==> src/rtl/plot_scheduler.sv <==
// plot_scheduler: round-robin pixel-plot scheduler feeding the vga_adapter plot port.
// Player position updates arrive on per-player valid/ack handshakes. They are
// serialised into a single registered x/y/colour/plot stream. Dead players are
// skipped and off-screen positions are dropped after being acked.
// Optional feature macro: CLEAR_SWEEP_EN enables the full-screen clear sweep
// (CLEAR state, cx/cy counters, busy). When it is undefined, clear_req is
// ignored and busy is tied low.
//
// state  | meaning
// -------+-------------------------------------------------------------
// NORMAL | round-robin grant of eligible players, one pixel per grant
// CLEAR  | raster sweep of BG_COLOUR over every on-screen pixel
module plot_scheduler #(
  parameter int NUM_PLAYERS = 4,
  parameter int X_W         = 8,
  parameter int Y_W         = 7,
  parameter int COLOUR_W    = 3,
  parameter int X_MAX       = 159,
  parameter int Y_MAX       = 119,
  parameter int BG_COLOUR   = 0
) (
  input  logic                              CLOCK_50,
  input  logic                              resetn,
  input  logic [NUM_PLAYERS*(X_W+Y_W)-1:0]  pos,
  input  logic [NUM_PLAYERS-1:0]            pos_valid,
  output logic [NUM_PLAYERS-1:0]            pos_ack,
  input  logic [NUM_PLAYERS-1:0]            alive,
  input  logic [NUM_PLAYERS*COLOUR_W-1:0]   colour_tbl,
  input  logic                              clear_req,
  output logic                              busy,
  output logic [X_W-1:0]                    x,
  output logic [Y_W-1:0]                    y,
  output logic [COLOUR_W-1:0]               colour,
  output logic                              plot
);

  localparam int PW    = X_W + Y_W;
  localparam int PTR_W = $clog2(NUM_PLAYERS);

  typedef enum logic {ST_NORMAL = 1'b0, ST_CLEAR = 1'b1} state_t;

  state_t                state_q;
  logic [PTR_W-1:0]      ptr_q;
  logic [PTR_W-1:0]      ptr_d;
  logic [X_W-1:0]        x_q;
  logic [Y_W-1:0]        y_q;
  logic [COLOUR_W-1:0]   colour_q;
  logic                  plot_q;

  logic [NUM_PLAYERS-1:0] eligible;
  logic                   clear_go;
  logic                   grant_en;
  logic                   gnt_found;
  logic [PTR_W-1:0]       gnt_idx;
  logic [PTR_W:0]         cand;
  logic [PW-1:0]          sel_pos;
  logic [COLOUR_W-1:0]    sel_col;
  logic [X_W-1:0]         sel_x;
  logic [Y_W-1:0]         sel_y;
  logic                   on_screen;

`ifdef CLEAR_SWEEP_EN
  logic [X_W-1:0]         cx_q;
  logic [Y_W-1:0]         cy_q;
  logic                   busy_q;
  logic                   sweep_last;

  assign clear_go   = (state_q == ST_NORMAL) && clear_req;
  assign sweep_last = (cx_q == X_W'(X_MAX)) && (cy_q == Y_W'(Y_MAX));
  assign busy       = busy_q;
`else
  logic unused_clear_req;

  assign unused_clear_req = clear_req;
  assign clear_go         = 1'b0;
  assign busy             = 1'b0;
`endif

  assign eligible = pos_valid & alive;
  // A pending clear pre-empts any grant in the same cycle.
  assign grant_en = resetn && (state_q == ST_NORMAL) && !clear_go;

  // Round-robin search: first eligible player at or after ptr, with wrap.
  always_comb begin
    gnt_found = 1'b0;
    gnt_idx   = '0;
    cand      = '0;
    for (int k = 0; k < NUM_PLAYERS; k++) begin
      cand = {1'b0, ptr_q} + (PTR_W+1)'(k);
      if (cand >= (PTR_W+1)'(NUM_PLAYERS)) begin
        cand = cand - (PTR_W+1)'(NUM_PLAYERS);
      end
      if (!gnt_found && eligible[cand[PTR_W-1:0]]) begin
        gnt_found = 1'b1;
        gnt_idx   = cand[PTR_W-1:0];
      end
    end
  end

  // Mux the granted player's position and colour. The ack path never sees pos.
  always_comb begin
    sel_pos = '0;
    sel_col = '0;
    for (int i = 0; i < NUM_PLAYERS; i++) begin
      if (gnt_idx == PTR_W'(i)) begin
        sel_pos = pos[i*PW +: PW];
        sel_col = colour_tbl[i*COLOUR_W +: COLOUR_W];
      end
    end
  end

  assign sel_x     = sel_pos[PW-1 -: X_W];
  assign sel_y     = sel_pos[Y_W-1:0];
  assign on_screen = ({1'b0, sel_x} <= (X_W+1)'(X_MAX)) &&
                     ({1'b0, sel_y} <= (Y_W+1)'(Y_MAX));
  assign ptr_d     = (gnt_idx == PTR_W'(NUM_PLAYERS-1)) ? '0 : gnt_idx + PTR_W'(1);
  assign pos_ack   = (grant_en && gnt_found) ? (NUM_PLAYERS'(1) << gnt_idx) : '0;

  // Scheduler FSM with registered plot outputs.
  always_ff @(posedge CLOCK_50) begin
    if (!resetn) begin
      state_q  <= ST_NORMAL;
      ptr_q    <= '0;
      x_q      <= '0;
      y_q      <= '0;
      colour_q <= '0;
      plot_q   <= 1'b0;
`ifdef CLEAR_SWEEP_EN
      cx_q     <= '0;
      cy_q     <= '0;
      busy_q   <= 1'b0;
`endif
    end else begin
      case (state_q)
        ST_NORMAL: begin
`ifdef CLEAR_SWEEP_EN
          if (clear_req) begin
            state_q <= ST_CLEAR;
            busy_q  <= 1'b1;
            cx_q    <= '0;
            cy_q    <= '0;
            plot_q  <= 1'b0;
          end else
`endif
          if (gnt_found) begin
            x_q      <= sel_x;
            y_q      <= sel_y;
            colour_q <= sel_col;
            plot_q   <= on_screen;
            ptr_q    <= ptr_d;
          end else begin
            plot_q   <= 1'b0;
          end
        end
`ifdef CLEAR_SWEEP_EN
        ST_CLEAR: begin
          x_q      <= cx_q;
          y_q      <= cy_q;
          colour_q <= COLOUR_W'(BG_COLOUR);
          plot_q   <= 1'b1;
          if (sweep_last) begin
            state_q <= ST_NORMAL;
            busy_q  <= 1'b0;
            cx_q    <= '0;
            cy_q    <= '0;
          end else if (cx_q == X_W'(X_MAX)) begin
            cx_q <= '0;
            cy_q <= cy_q + Y_W'(1);
          end else begin
            cx_q <= cx_q + X_W'(1);
          end
        end
`endif
        default: begin
          state_q <= ST_NORMAL;
          plot_q  <= 1'b0;
        end
      endcase
    end
  end

  assign x      = x_q;
  assign y      = y_q;
  assign colour = colour_q;
  assign plot   = plot_q;

endmodule

==> config.mk <==
export PLATFORM = sky130hd
export DESIGN_NAME = plot_scheduler
export DESIGN_NICKNAME = d
export VERILOG_FILES = /design/src/rtl/plot_scheduler.sv
export SDC_FILE = /design/constraint.sdc
export NUM_CORES = 1
export LEC_CHECK = 0
export BUFFER_PORTS_ARGS = -buffer_cell sky130_fd_sc_hd__buf_2
export CORE_MARGIN = 3
export CORE_UTILIZATION = 42
export CTS_CLUSTER_DIAMETER = 40
export DETAILED_ROUTE_END_ITERATION = 12
export PLACE_DENSITY = 0.8
export RECOVER_POWER = 25
export SETUP_SLACK_MARGIN = 0.5
export SLEW_MARGIN = 20
export SYNTH_ARGS = -nofsm -noshare
export SYNTH_HDL_FRONTEND = slang
export SYNTH_SLANG_ARGS = --single-unit
==> constraint.sdc <==
create_clock -name CLOCK_50 -period 2.9 [get_ports CLOCK_50]
set_input_delay 0.58 -clock CLOCK_50 [delete_from_list [all_inputs] [get_ports CLOCK_50]]
set_output_delay 0.58 -clock CLOCK_50 [all_outputs]
set_load 0.01 [all_outputs]
==> flow_summary.json, run 1 <==
{
  "r2r_slack_ns": 0.58,
  "final-max-slew-violation-count": 0,
  "place_ws_ns": 0.145,
  "clock-sinks": 21,
  "r2r_end": "colour[2]$_SDFFE_PN0N_",
  "crit_required_ns": 2.32,
  "wire_per_inst_um": 15.4,
  "ios": 107,
  "setup_viol": 0,
  "crit_arrival_ns": 1.92,
  "nets": 402,
  "cts_tree": "done",
  "tns_ns": 0,
  "drv_cap": 0,
  "synth-seq-cells": 21,
  "placed_cells": 343,
  "numPortBuffers": 104,
  "critPathMaxFanout": 4,
  "rows": 21,
  "crit_path_max_incr_delay_ns": 0.40,
  "routed_wirelength_um": 5550,
  "syn_avg_cell_area_um2": 7.89,
  "drive_above_1_share_pct": 51.0,
  "first_iter_violations": 102,
  "peakVddDrop_mv": 0.207,
  "ant_nets": 0,
  "synth_ff_type": "dfxtp_1",
  "die_h_um": 67.9,
  "finalWorstSetupSlack_ns": 0.397,
  "cp-end-kind": "output pin",
  "gp_congestion": 0.775,
  "final_cells": 360,
  "leakage_uw": 0.00114,
  "cts_root_buf": "clkbuf_8",
  "fin_crit_ns": 2.50,
  "path_cells": "buf_2 -> and2_4 -> a21oi_1 -> nor2b_4 -> inv_4 -> ha_4 -> and3_4 -> buf_6",
  "synth_area_um2": 1610,
  "rsz0062_at_grt": "true",
  "die_area_um2": 4610,
  "finalCritPeriodShare_pct": 86.3,
  "hold-path-endpoint": "y[4]$_SDFFE_PN0N_",
  "n_antenna_cell": 0,
  "via_per_inst": 5.42,
  "hold_viol_final": 0,
  "grt_pass1_vias": 1727,
  "clk_pin_slew_ns": 0.07,
  "synthToLayoutAreaGrowth_pct": 58.3,
  "startpoint_type": "input pin",
  "synthCells": 204,
  "whs_path_depth": 2,
  "grtUsageTotal_pct": 21.6,
  "p_per_area_nw_per_um2": 442,
  "antenna_found_initial": 0,
  "synth_cell_types": 38,
  "reg2reg_from": "ptr_q[0]$_SDFFE_PN0N_",
  "path_buf_inv": 3,
  "yosys.area.top_type": "dfxtp_1",
  "critPathTopFamily": "simple AND/OR/NAND/NOR gates",
  "ys_seq_area_share_pct": 26.1,
  "synth_nets": 291,
  "yosysWarnings": 0,
  "grt_max_degree": 32,
  "grt_pass1_wl_um": 7690,
  "min_path_type": "reg -> reg",
  "fin_skew_ns": 0.00123,
  "synth-edff-count": 0,
  "yosys.area.top_type_share_pct": 26.1,
  "cts_buffers": 3,
  "vias": 1950,
  "dpl.hpwl_um": 3760,
  "holdCritStartpoint": "y[4]$_SDFFE_PN0N_",
  "clock_latency_ns": 0.25,
  "htreeDepth": 1,
  "critPathKind": "in -> out",
  "grt_overflow": 0,
  "die_w_um": 67.9,
  "status": "complete, no violations",
  "drt_pass1_iterations": 4,
  "ys_async_sr_fraction_pct": 0,
  "drc_errors": 0,
  "cp_slowest_cell": "a21oi_1",
  "clock.fmax_mhz": 400,
  "start_util_pct": 45.7,
  "ctsLongestPathBuffers": 2,
  "r2r_cells": 11,
  "core_region_area_um2": 3520,
  "synthTopCellsByArea": "dfxtp_1 (26%), a21oi_1 (8.7%), a221oi_2 (7.5%), nor2b_1 (5.8%), nand2_1 (5.6%)"
}
[registers in the layout (all words and copies together) (netlist names)]
register	cells
x	8
y	7
colour	3
ptr_q	2
plot	1
[Yosys cell counts, drive strengths merged (5+ instances only)]
master  count
a21oi      29
nand2      24
dfxtp      21
nor2b      15
buf        14
o21ai      13
a221oi     11
nor3       11
a21boi      8
and2b       8
a31oi       6
nand3b      6
o22ai       6
and3        5
clkbuf      5
[worst max-delay path by stage]
stage	from	to	slack, ns	cells past startpoint
after detailed placement	pos_valid[2]	y[1]$_SDFFE_PN0N_	0.14	11
final	pos_valid[3]	pos_ack[0]	0.40	8
after CTS	alive[0]	pos_ack[0]	0.48	9
after global placement	pos_valid[2]	plot$_SDFF_PN0_	0.16	11
after floorplan	pos_valid[0]	pos_ack[1]	0.43	9
after global routing	pos_valid[3]	pos_ack[0]	0.36	8
[what timing repair did]
action	in CTS	in global routing
pin swaps	6	12
hold buffers	0	0
endpoints found under the setup margin	13	19
gates resized for setup	21	27
endpoints found under the hold margin	0	0
buffers inserted	7	6
[metrics by stage]
stage / instance area, um2 / total power [uW] / hold slack [ns] / util (%)
5_1_grt: 2550 / 1200 / 0.490 / 72.4
2_1_floorplan: 1680 / 698 / 0.475 / -
4_1_cts: 2360 / 1060 / 0.453 / 67.1
3_3_place_gp: 2150 / 823 / 0.436 / 61.2
6_report: 2550 / 1130 / 0.461 / 72.4
3_5_place_dp: 2150 / 830 / 0.443 / 61.2
[placed cells by master (no fill, tap or decap), drive strengths merged]
cell type    n
clkbuf      14
dfxtp       21
o21ai       13
nand3b       6
a21oi       29
nor3        11
a32o         1
inv          4
conb         1
o221ai       1
a31oi        6
ha           4
o31ai        1
and2b        8
and2         1
a22oi        1
nand3        1
buf        115
nand2b       1
nor2         3
and3         5
a221oi      11
nor2b       15
nand4        1
o22a         1
a21boi       8
o2111a       1
nand2       24
o22ai        6
[layer usage]
layer | routed length (um) | global-route usage (%) | vias up
met4 | 130 | 7.20 | 0
met5 | 0 | 0 | -
li1 | - | - | 962
met1 | 2170 | 24.5 | 878
met2 | 2690 | 38.6 | 100
met3 | 559 | 6.24 | 10
[power breakdown]
group | internal, uW | switching (uW)
Combinational | 280 | 300
Clock | 97.6 | 88.5
Sequential | 332 | 26.7
Total | 710 | 415
[kinds of logic after synthesis]
group           count (synthesis)  synth area share [%]
compound gates                 79                  34.5
fa+ha+maj                       4                  3.11
buf+inv                        23                  8.94
flops                          21                  26.1
other cells                     1                 0.233
simple gates                   76                  27.1
[worst min-delay path, delay by kind of cell (launching register included)]
kind,cells,cell delay [ns]
flops,1,0.32
simple gates,1,0.05
compound gates,1,0.05
[area by class of cell]
cell class / instances / area (um2)
Inverter: 4 / 17.5
Multi-Input combinational cell: 160 / 1270
Timing Repair Buffer: 125 / 732
Sequential cell: 21 / 422
Clock buffer: 4 / 45.0
Fill cell: 293 / 973
Tap cell: 46 / 57.6
(Power assumes the default switching activity.)
==> run 2: changes to the inputs <==
Settings changed: RECOVER_POWER 25 to 50.
==> run 2 against run 1 <==
  * Via count stayed put
  * Wire length hardly changed
  * Count of clock-buffer cells in the layout stayed put
  * Global-route usage stayed put
  * First-iteration DRC count is 15% lower
  * Clock power hardly changed
  * Clock skew hardly changed
==> flow_summary.json, run 2 (same netlist as run 1, synthesis figures left out) <==
{
  "status": "complete, no violations",
  "ios": 107,
  "drive_above_1_share_pct": 48.1,
  "rows": 21,
  "ant_nets": 0,
  "grtUsageTotal_pct": 21.6,
  "synthToLayoutAreaGrowth_pct": 57.6,
  "clkPwrFrac_pct": 16.7,
  "setup_viol": 0,
  "drt_pass1_iterations": 4,
  "switching_share_pct": 37.2,
  "ctsLongestPathBuffers": 2,
  "whs_path_depth": 2,
  "clk_pin_slew_ns": 0.07,
  "r2r_cells": 11,
  "crit_arrival_ns": 1.92,
  "via_per_inst": 5.42,
  "clock.fmax_mhz": 399,
  "wire_per_inst_um": 15.4,
  "grt_util_met3_pct": 6.24,
  "core_region_area_um2": 3520,
  "final_util_pct": 72.0,
  "dpl.hpwl_um": 3760,
  "clock_latency_ns": 0.25,
  "grt_max_degree": 32,
  "grt_util_met1_pct": 24.5,
  "finalCritPeriodShare_pct": 86.3,
  "multi_input_area_um2": 1270,
  "final-max-slew-violation-count": 0,
  "fin_crit_ns": 2.50,
  "holdCritStartpoint": "y[4]$_SDFFE_PN0N_",
  "grt_overflow": 0,
  "min_path_type": "reg -> reg",
  "hold-path-endpoint": "y[4]$_SDFFE_PN0N_",
  "leakage_uw": 0.00110,
  "place_ws_ns": 0.145,
  "gp_congestion": 0.775,
  "cts_tree": "done",
  "vias": 1950,
  "start_util_pct": 45.7,
  "cts_hold_buf": 0,
  "critPathMaxFanout": 4,
  "fin_skew_ns": 0.00125,
  "startpoint_type": "input pin",
  "drv_cap": 0,
  "n_antenna_cell": 0,
  "nets": 402,
  "fill_cells": 296,
  "final_cell_mix": "buf_2 (78), a21oi_1 (27), nand2_1 (22)",
  "grt_pass1_vias": 1727,
  "reg2reg_from": "ptr_q[0]$_SDFFE_PN0N_",
  "grt-busiest-layer": "met2",
  "htreeDepth": 1,
  "cts_buffers": 3,
  "timing.hold.ws_ns": 0.463,
  "tns_ns": 0,
  "die_w_um": 67.9,
  "crit_required_ns": 2.32,
  "peakVddDrop_mv": 0.206,
  "cts_root_buf": "clkbuf_8",
  "drc_errors": 0,
  "p_sw_uw": 417,
  "clock-sinks": 21,
  "r2r_slack_ns": 0.58,
  "power.internal_uw": 705,
  "finalWorstSetupSlack_ns": 0.397,
  "rsz0062_at_grt": "true",
  "largest_reg_flops": 8,
  "grt_use_met2_pct": 38.6,
  "antenna_found_initial": 0,
  "ff_latch_area_um2": 422,
  "grt_pass1_wl_um": 7690,
  "p_per_area_nw_per_um2": 442,
  "combPwrFrac_pct": 51.3,
  "first_iter_violations": 87,
  "hold_viol_final": 0,
  "critPathKind": "in -> out",
  "r2r_end": "colour[2]$_SDFFE_PN0N_",
  "die_h_um": 67.9,
  "routed_wirelength_um": 5550,
  "final_common_cell": "buf_2",
  "die_area_um2": 4610,
  "pwr-share-seq_pct": 32.0,
  "cp-end-kind": "output pin",
  "numPortBuffers": 104,
  "crit_start": "pos_valid[3]"
}
-- run 2: critical path, cell delays in order --
cell     delay [ns]
buf_2          0.10
and2_4         0.17
a21oi_1        0.40
nor2b_4        0.14
inv_4          0.11
ha_4           0.15
and3_4         0.18
buf_6          0.10
-- run 2: power groups by stage --
stage | combinational [uW] | sequential (uW) | clock [uW]
after floorplan | 321 | 377 | 0
after global placement | 466 | 358 | 0
after detailed placement | 472 | 359 | 0
after CTS | 516 | 353 | 191
after global routing | 629 | 363 | 201
final | 575 | 359 | 188
-- run 2: stage by stage --
step | cell area (um2) | power, uW | instances
2_1_floorplan | 1680 | 698 | 204
3_3_place_gp | 2150 | 823 | 343
3_5_place_dp | 2150 | 830 | 343
4_1_cts | 2360 | 1060 | 354
5_1_grt | 2540 | 1190 | 360
6_report | 2540 | 1120 | 360
-- run 2: how the worst max path moves through the flow --
stage | depth (start not counted) | end
after floorplan | 9 | pos_ack[1]
after global placement | 11 | plot$_SDFF_PN0_
after detailed placement | 11 | y[1]$_SDFFE_PN0N_
after CTS | 9 | pos_ack[0]
after global routing | 8 | pos_ack[0]
final | 8 | pos_ack[0]
-- run 2: cell type report --
type                    count  share of cell area (%)
clock buffers               4                    1.78
inverters                   4                   0.691
repair buffers            125                    28.4
flip-flops and latches     21                    16.6
well taps                  46                    2.27
multi-input cells         160                    50.2
-- run 2: layer usage --
layer | routed length (um) | share of wire (%) | vias to the layer above
met1 | 2130 | 38 | 875
met4 | 130 | 2.3 | 0
met3 | 587 | 11 | 10
met2 | 2700 | 49 | 104
met5 | 0 | 0 | -
li1 | - | - | 961
-- run 2: timing repair --
| item | in CTS | in global routing |
|---|---|---|
| gates resized for setup | 21 | 27 |
| endpoints found under the setup margin | 13 | 19 |
| setup buffers | 7 | 6 |
| pin swaps | 6 | 12 |
